`src/rtl/rgb_hue_sequencer.sv`:
```
// rtl/rgb_hue_sequencer.sv - colour-wheel hue sequencer feeding the RGB PWM stage
module rgb_hue_sequencer #(
  parameter int TICK_DIV = 16384,
  parameter int MAXV     = 1023
) (
  input  logic       clk_100MHz,
  input  logic       rst_n,
  input  logic       enable,
  input  logic [1:0] speed,
  input  logic [3:0] bright,
  output logic [9:0] R,
  output logic [9:0] G,
  output logic [9:0] B,
  output logic [2:0] seg,
  output logic       step_tick
);

  localparam int              CW       = (TICK_DIV > 1) ? $clog2(TICK_DIV) : 1;
  localparam logic [CW-1:0]   CNT_LAST = CW'(TICK_DIV - 1);
  localparam logic [9:0]      M        = 10'(MAXV);

  logic [CW-1:0] count;
  logic [9:0]    ramp;
  logic [10:0]   sum;
  logic [9:0]    raw_r;
  logic [9:0]    raw_g;
  logic [9:0]    raw_b;

  // Brightness scale: (v * (b+1)) >> 4, product fits in 14 bits.
  function automatic logic [9:0] scale(input logic [9:0] v, input logic [3:0] b);
    logic [13:0] p;
    p = 14'(v) * 14'({1'b0, b} + 5'd1);
    return p[13:4];
  endfunction

  // A step is applied on the last prescaler count only while enabled.
  assign step_tick = enable && (count == CNT_LAST);

  // Step size is 1 << speed; bit 10 of the sum carries into the next segment.
  assign sum = {1'b0, ramp} + (11'd1 << speed);

  // Prescaler: free counts while enabled, holds while frozen.
  always_ff @(posedge clk_100MHz or negedge rst_n) begin
    if (!rst_n) begin
      count <= '0;
    end else if (enable) begin
      if (count == CNT_LAST) count <= '0;
      else                   count <= count + 1'b1;
    end
  end

  // Ramp/segment advance on each tick; an illegal segment is pulled back to 0.
  always_ff @(posedge clk_100MHz or negedge rst_n) begin
    if (!rst_n) begin
      ramp <= '0;
      seg  <= '0;
    end else if (step_tick) begin
      ramp <= sum[9:0];
      if (seg > 3'd5)      seg <= 3'd0;
      else if (sum[10])    seg <= (seg == 3'd5) ? 3'd0 : seg + 3'd1;
    end
  end

  // Raw colour for the current position on the wheel; 6/7 behave as segment 0.
  always_comb begin
    raw_r = M;
    raw_g = ramp;
    raw_b = '0;
    case (seg)
      3'd1: begin raw_r = M - ramp; raw_g = M;        raw_b = '0;       end
      3'd2: begin raw_r = '0;       raw_g = M;        raw_b = ramp;     end
      3'd3: begin raw_r = '0;       raw_g = M - ramp; raw_b = M;        end
      3'd4: begin raw_r = ramp;     raw_g = '0;       raw_b = M;        end
      3'd5: begin raw_r = M;        raw_g = '0;       raw_b = M - ramp; end
      default: begin raw_r = M;     raw_g = ramp;     raw_b = '0;       end
    endcase
  end

  // Output register: scaled colour reloaded every clock, one cycle behind seg/ramp.
  always_ff @(posedge clk_100MHz or negedge rst_n) begin
    if (!rst_n) begin
      R <= '0;
      G <= '0;
      B <= '0;
    end else begin
      R <= scale(raw_r, bright);
      G <= scale(raw_g, bright);
      B <= scale(raw_b, bright);
    end
  end

endmodule

```
`config.mk`:
```
export PLATFORM = sky130hd
export DESIGN_NAME = rgb_hue_sequencer
export DESIGN_NICKNAME = d
export VERILOG_FILES = /design/src/rtl/rgb_hue_sequencer.sv
export SDC_FILE = /design/constraint.sdc
export NUM_CORES = 1
export LEC_CHECK = 0
export CAP_MARGIN = 20
export CORE_AREA = 5 5 140 142
export CTS_CLUSTER_DIAMETER = 30
export DETAILED_ROUTE_END_ITERATION = 6
export DIE_AREA = 0 0 145 147
export SYNTH_ARGS = -nofsm -noshare
export SYNTH_HDL_FRONTEND = slang
export SYNTH_SLANG_ARGS = --single-unit
```
`constraint.sdc`:
```
create_clock -name clk_100MHz -period 5.8 [get_ports clk_100MHz]
set_input_delay 0.87 -clock clk_100MHz [delete_from_list [all_inputs] [get_ports clk_100MHz]]
set_output_delay 0.87 -clock clk_100MHz [all_outputs]
set_load 0.01 [all_outputs]
```
## Yosys cells after proc, flatten, opt, wreduce, memory -nomap -nowiden

Index checks and enable logic that the tools add are counted.

- Equal/unequal tests: 6
- $add $sub $neg: 5
- Mux-type cells: 7
- Reductions and logical operators: 7
- Shift-type cells: 1
- Multiply operators: 3
- Magnitude comparators: 1

Operators with widths:

| cell | number |
|---|---|
| one-hot mux 10 bit (3 select lines) | 3 |
| multiplier 10 x 14 -> 14 bit | 2 |
| adder 14 x 1 -> 14 bit, second input constant | 1 |
| == test 14 bit, second input constant | 1 |
| multiplier 10 x 5 -> 14 bit | 1 |
| 2-to-1 mux 14 bit | 1 |
| adder 10 x 11 -> 11 bit | 1 |
| << shifter 1 x 2 -> 11 bit, first input constant | 1 |
| subtractor 10 bit, first input constant | 1 |
| 2-to-1 mux 3 bit | 3 |
| OR reduction 2 bit | 4 |
| == test 3 x 2 -> 1 bit, second input constant | 2 |
| == test 3 bit, second input constant | 2 |
| adder 4 x 1 -> 5 bit, second input constant | 1 |
| adder 3 x 1 -> 3 bit, second input constant | 1 |
| == test 3 x 1 -> 1 bit, second input constant | 1 |
| greater-than comparator 3 bit, second input constant | 1 |
| AND reduction 2 bit | 1 |
| nonzero test 2 bit | 1 |
| logical AND 1 bit | 1 |

- Flip-flop bits (word level): 57
- Output and inout port bits: 34

## Logic depth before layout (Yosys ltp)

Gate-level depths: netlist of run 1.

- Depth in word-level cells: 4
- Mapped depth: 26
- Gate-level depth less buffers: 20

## Least setup slack after synthesis of run 1

Ideal clock, no wire load.

- Path type: register to register
- From: reg seg[0]
- To: reg R[8]
- Arrival time: 5.763 ns
- Setup slack: -0.043 ns
- Period minus slack after synthesis: 5.843 ns
- Library setup time: 0.080 ns
- Data required time: 5.720 ns
- Cell stages (with the launch flop): 26
- Buffers on the path: 6
- Cell sequence: dfrtp_1 > buf_6 > buf_6 > clkbuf_1 > clkbuf_1 > and2_1 > ha_1 > buf_2 > o21bai_1 > a21oi_1 > clkbuf_1 > nor2_1 > a211oi_1 > and2_1 > fa_1 > fa_1 > inv_1 > fa_1 > inv_1 > ha_1 > and3b_1 > o311ai_2 > nand3_2 > o31a_4 > a311oi_2 > xnor2_1

- Longest elaborated chain between the ends: 4
- Elaborated cells between the ends (all ways): 7
- Those cells by class: mul: 1; eq/ne: 4; mux: 1; reduce/logical: 1

RTL lines:

| item | line | text |
|---|---|---|
| start, declared | 14 | `output logic [2:0] seg,` |
| start signal, assigned | 60 | `else if (sum[10]) seg <= (seg == 3'd5) ? 3'd0 : seg + 3'd1;` |
| == test 3 x 2 -> 1 bit | 69 | `case (seg)` |
| OR reduction 2 bit (no line) | -- |  |
| one-hot mux 10 bit (3 select lines) * | 69 |  |
| multiplier 10 x 14 -> 14 bit * | 32 | `p = 14'(v) * 14'({1'b0, b} + 5'd1);` |
| end signal, assigned | 86 | `R <= scale(raw_r, bright);` |
| end, declared | 11 | `output logic [9:0] R,` |

Every way passes the cells marked *; elsewhere a longest branch is shown, timed or not.
A chain may end at the register's enable or synchronous reset.

## Worst setup path after layout of run 1

- From: in bright[0]
- To: reg B[4]

- Longest elaborated chain between the ends: 2

RTL lines:

| item | line | text |
|---|---|---|
| start, declared | 10 | `input logic [3:0] bright,` |
| adder 4 x 1 -> 5 bit | 32 |  |
| multiplier 10 x 5 -> 14 bit | 32 |  |
| end signal, assigned | 88 | `B <= scale(raw_b, bright);` |
| end, declared | 13 | `output logic [9:0] B,` |

No other way between the ends.

==> results of run 1 <==
==> cell usage after synthesis, drive strengths merged (3+ instances only) <==
cell type    n
and2        35
dfrtp       57
and3         8
xnor2       34
a311oi       3
a21o         7
nor2       114
o221ai       3
o22ai        3
fa          67
nand3       12
nand2b      22
a21oi       33
o21ai       27
o21a         6
ha          67
a211oi      10
nor2b       24
inv        103
nand4        4
or2         13
nor3         6
clkbuf      24
nand2       62
buf         13
xor2        26
and4         3
==> cells by family (layout without fill, tap and decap cells) <==
group,count (synthesis),in the layout,share of synthesized area [%]
buf+inv,141,190,8.120
fa+ha+maj,135,135,30.89
mux,1,1,0.1589
xor+xnor,60,60,7.520
simple gates,315,315,21.92
compound gates,114,114,11.26
flops,57,57,20.12
==> worst reg2reg max path, stage by stage (launching register included) <==
cell and delay, ns:
dfrtp_1 0.37, and2_1 0.16, ha_1 0.23, buf_4 0.21
or2_2 0.37, a21oi_1 0.20, nor2_1 0.12, nor2_1 0.19
fa_1 0.45, fa_1 0.54, inv_1 0.06, fa_1 0.54
inv_1 0.05, ha_1 0.34, and4_1 0.25, and2_1 0.16
o21ai_0 0.27, nand3b_1 0.20, o31a_1 0.28, xor2_1 0.14
==> worst paths after layout <==
| path | from | to | cells after the start |
|---|---|---|---|
| worst min-delay path | count[12] | count[12] | 1 |
| worst min register to register | count[12] | count[12] | 1 |
| min in group asynchronous | rst_n | count[3] | 2 |
| max in group asynchronous | rst_n | B[3] | 2 |
| worst max-delay path | bright[0] | B[4] | 17 |
| worst max register to register | seg[1] | G[7] | 19 |
==> cell type report <==
cell class / count / area, um^2
Fill cell: 1824 / 10160
Multi-Input combinational cell: 625 / 5086
Sequential cell: 57 / 1426
Timing Repair Buffer: 71 / 643.1
Inverter: 104 / 390.4
Tap cell: 234 / 292.8
Clock buffer: 11 / 252.7
Clock inverter: 4 / 76.32
==> sequential cells by signal (all words and copies together) (netlist names) <==
| register | flops |
|---|---|
| R | 10 |
| G | 10 |
| ramp | 10 |
| B | 10 |
| seg | 3 |
| count | 14 |
==> routing by layer <==
metal	wire [um]	track usage (%)	up-vias
met1	7271	20.74	2652
met4	188	3.672	0
li1	-	-	2730
met5	0	0	-
met2	7224	24.24	80
met3	437	2.591	16
==> power by group <==
| group | switching, uW | internal [uW] |
|---|---|---|
| Sequential | 34.0 | 468 |
| Combinational | 361 | 332 |
| Clock | 205 | 398 |
==> metrics by stage <==
step                      instance area [um^2]  cells  total power (uW)  worst slack [ns]
after floorplan                           7089    823             987.7           0.04457
final                                     8168   1106              1798            0.3706
after CTS                                 8155   1104              1826            0.1223
after global placement                    7826   1089              1190          -0.06843
after global routing                      8168   1106              1933          0.002663
after detailed placement                  7826   1089              1202           -0.1853
==> reports/metrics.cfg, run 1 <==
[status]
status = complete, no violations

[synth]
synth_top_cell_by_area = dfrtp_1
synth_area_leaders = dfrtp_1, fa_1, ha_1
ys_ff_latch = 57
synth_area_um2 = 7088
synth.yosys.warnings = 0
synth_flop_cell = dfrtp_1
synth_nets = 966
ys_types = 68
synthArstFlopShare_pct = 100.0
synth_edf_count = 0
syn-instance-count = 823
synth_top_area_share_pct = 20.12
syn_avg_cell_area_um2 = 8.612
yosysSeqAreaShare_pct = 20.12

[clock_tree]
clockBufferDepth = 2
hold_buffers = 0
clk_latency_ns = 0.34
numCtsBuffers = 9
cts.sinks = 57
ctsResizeCount = 0
cts_htree_levels = 3
cts_setup_buffers = 0
clk_pin_slew_ns = 0.05
cts-root-buf = clkbuf_16
cts_tree = done

[critical_path]
endpoint_kind = register
r2r_setup_slack_ns = 0.55
critical_path.cell_chain = clkdlybuf4s50_1, buf_4, ha_1, xnor2_1, buf_4, nor2_1, fa_1, fa_1, inv_1, fa_1, inv_1, ha_1, o21ai_0, o41ai_4, a21o_1, a21oi_1, xnor2_1
cp_max_fo = 11
cp.arrival_ns = 5.65
startpoint_type = input pin
max_stage_delay_ns = 0.55
cp_num_buf_inv = 5
worstSetupPathType = input pin to register
critical_path.slowest_cell = fa_1
critical_path_required_ns = 6.02
cp_top_family = adder cells
cp_common_cell = fa_1

[timing]
rsz0062_at_grt = false
min_period_ns = 5.429
hold_slack_ns = 0.4792
worst_slew_pin_slew_ns = 0.7682
finalCritPeriodShare_pct = 93.61
fmax_mhz = 184.2
slew_violations = 0
fin_setup_tns_ns = 0
setup_violations = 0
hold_viol = 0
clock_skew_ns = 0.008634
maxSlewHeadroom_pct = 48.79

[drt]
drt-wirelength-per-cell_um = 13.67
first_iter_violations = 250
routed-via-count = 5478
drc_errors = 0
drtPass1Iterations = 5
vias_per_cell = 4.953
wl_mm = 15.12
drtAntennaViolNets = 0

[final_layout]
finish.utilization_pct = 44.56
syn_to_final_growth_pct = 15.23
antennaDiodeCount = 0
final_cell_mix = nor2_1, inv_1, fa_1, ha_1, nand2_1
num-nets-final = 1011
final_common_cell = nor2_1
drive_gt1_share_pct = 8.142

[die]
start_util_pct = 38.67
die_x_um = 145
num_rows = 50
coreArea_um2 = 18330
die_h_um = 147
die_area_um2 = 21320
num_io_pins = 43

[global_routing]
grt_pass1_vias = 5390
grt_start_max_net_pins = 58
grt_pass1_wl_mm = 26.50
antenna_found_initial = 0
overflow = 0
grtUsageTotal_pct = 14.91

[power_and_ir_drop]
irDropWorstVdd_mv = 0.2308
p_leak_uw = 0.004084
powerDensity_nw_per_um2 = 220.2

[placed_design]
globalplace.congestion = 0.7917
dp_hpwl_mm = 11.62
port_buffers = 42

[run]
max-cap-violations = 0

[min_path]
hold_class = register to register

Note: power is estimated with default switching activity, not from simulation.
==> run 2, diff against run 1 <==
CTS_CLUSTER_DIAMETER = 80   (was 30)
==> results of run 2 <==
The final DEF is identical to that of run 1; final timing and power are the same.
==> run 3, diff against run 2 <==
CORE_AREA = 5 5 119 121   (was 5 5 140 142)
DIE_AREA = 0 0 124 126   (was 0 0 145 147)
PLACE_DENSITY = 0.78   (was not set)
==> reports/metrics.cfg, run 3 (same netlist as run 1, synthesis figures left out) <==
[final_layout]
regMostFlops = count
antennaDiodeCount = 0  ; unchanged
nFillCells = 1120  ; -39%
num-nets-final = 1006  ; -0.49%
final_common_cell = nor2_1
largest_register_ff_count = 14  ; unchanged
syn_to_final_growth_pct = 13.12
final_cell_mix = nor2_1, inv_1, fa_1, ha_1, nand2_1
finish.utilization_pct = 61.77  ; +17 points
drive_gt1_share_pct = 7.604  ; -0.54 points
multiInputGateArea_um2 = 5086  ; unchanged
regArea_um2 = 1426  ; unchanged

[global_routing]
grt_pass1_wl_mm = 26.44  ; -0.23%
grtUsageTotal_pct = 20.92  ; +6.0 points
antenna_found_initial = 0  ; unchanged
grt_pass1_vias = 5795  ; +7.5%
grt_start_max_net_pins = 58  ; unchanged
overflow = 0  ; unchanged

[critical_path]
endpoint_kind = register
cp.arrival_ns = 5.51  ; -0.14 ns
worstSetupPathType = register to register
critical_path_required_ns = 6.03  ; about the same
cp_max_fo = 18  ; +7
startpoint_type = register

[timing]
fmax_mhz = 189.6  ; +2.9%
finalCritPeriodShare_pct = 90.96  ; -2.7 points
slew_violations = 0  ; unchanged
clock_skew_ns = 0.008617  ; -0.00001751 ns
setup_violations = 0  ; unchanged
fin_setup_tns_ns = 0  ; unchanged
worst_slew_pin_slew_ns = 0.7335  ; -0.03475 ns
maxSlewHeadroom_pct = 51.10  ; +2.3 points
rsz0062_at_grt = false
layout_setup_ws_ns = 0.5244  ; +0.1537 ns
hold_viol = 0  ; unchanged
min_period_ns = 5.276  ; -0.1537 ns

[clock_tree]
numCtsBuffers = 9  ; unchanged
clockBufferDepth = 2  ; unchanged
cts.sinks = 57  ; unchanged
cts_htree_levels = 3  ; unchanged
clk_latency_ns = 0.35  ; about the same
cts-root-buf = clkbuf_16
cts_setup_buffers = 0  ; unchanged
cts_tree = done
clk_pin_slew_ns = 0.06  ; about the same
ctsResizeCount = 0  ; unchanged
hold_buffers = 0  ; unchanged

[die]
coreArea_um2 = 12980  ; -29%
die_area_um2 = 15620  ; -27%
start_util_pct = 54.61  ; +16 points
num_rows = 42  ; -16%
num_io_pins = 43  ; unchanged
die_x_um = 124  ; -14%
die_h_um = 126  ; -14%

[drt]
first_iter_violations = 284  ; +14%
drtAntennaViolNets = 0  ; unchanged
routed-via-count = 5581  ; +1.9%
wl_mm = 14.31  ; -5.4%
drtPass1Iterations = 4  ; -1
drt-wirelength-per-cell_um = 13.70  ; +0.22%
drc_errors = 0  ; unchanged
vias_per_cell = 5.346  ; +7.9%

[min_path]
hold_class = register to register

[run]
max-cap-violations = 0  ; unchanged

[power_and_ir_drop]
p_total_uw = 1694  ; -5.8%
irDropWorstVdd_mv = 0.1205  ; -48%
powerDensity_nw_per_um2 = 211.2  ; -4.1%
p_leak_uw = 0.004030  ; -1.3%

[placed_design]
port_buffers = 42  ; unchanged
pre_cts_slack_ns = 0.2072  ; +0.3924 ns
dp_hpwl_mm = 10.91  ; -6.1%
globalplace.congestion = 0.8470  ; +7.0%

[status]
status = complete, no violations

-- run 3: cell count changes in the layout (fill, tap and decap cells not counted), sizes merged --
cell      previous run  this run
clkinvlp             1         3
clkinv               2         4
bufinv               2         0
buf                 30        24
-- run 3: area by class of cell --
cell class              instances  share of cell area, %
clock inverters                 6                 0.5618
well taps                     176                  2.747
inverters                     104                  4.869
multi-input cells             625                  63.44
clock buffers                  10                  2.856
repair buffers                 66                  7.740
flip-flops and latches         57                  17.79
-- run 3: worst max-delay path: stages, from the launching register on --
cell	delay, ns
dfrtp_1	0.34
buf_4	0.22
nor2b_2	0.54
or2_2	0.28
a21oi_1	0.10
nor2_1	0.26
nor2_1	0.11
fa_1	0.52
fa_1	0.54
inv_1	0.05
fa_1	0.53
inv_1	0.04
ha_1	0.35
and4_1	0.24
and2_1	0.15
o21ai_0	0.26
nand3b_1	0.19
o31a_1	0.28
xor2_1	0.14
-- run 3: where the power goes --
part	switching [uW]	internal, uW
combinational	353	331
clock	218	289
sequential	33.5	468
-- run 3: final timing paths --
path	startpoint	to	slack, ns	cells after the start
setup / recovery	seg[2]	G[7]	0.52	18
hold / removal	count[12]	count[12]	0.49	1
setup reg to reg	seg[2]	G[7]	0.52	18
hold reg to reg	count[12]	count[12]	0.49	1
max in group asynchronous	rst_n	B[5]	4.65	2
min in group asynchronous	rst_n	ramp[0]	0.68	2
-- run 3: metal layers --
layer | track usage [%] | share of wire, % | wire length (um) | vias to the layer above
met5 | 0 | 0 | 0 | -
met4 | 7.925 | 2.4 | 342 | 0
met3 | 4.709 | 5.4 | 771 | 30
met2 | 33.98 | 48 | 6897 | 107
met1 | 27.18 | 44 | 6294 | 2708
li1 | - | - | - | 2736
-- run 3: stage by stage --
stage | instance area (um^2) | hold slack, ns | std cells
global route | 8018 | 0.4997 | 1044
finish | 8018 | 0.4852 | 1044
floorplan | 7089 | 0.4461 | 823
CTS | 8010 | 0.4892 | 1043
detailed placement | 7736 | 0.4806 | 1027
global placement | 7736 | 0.4641 | 1027
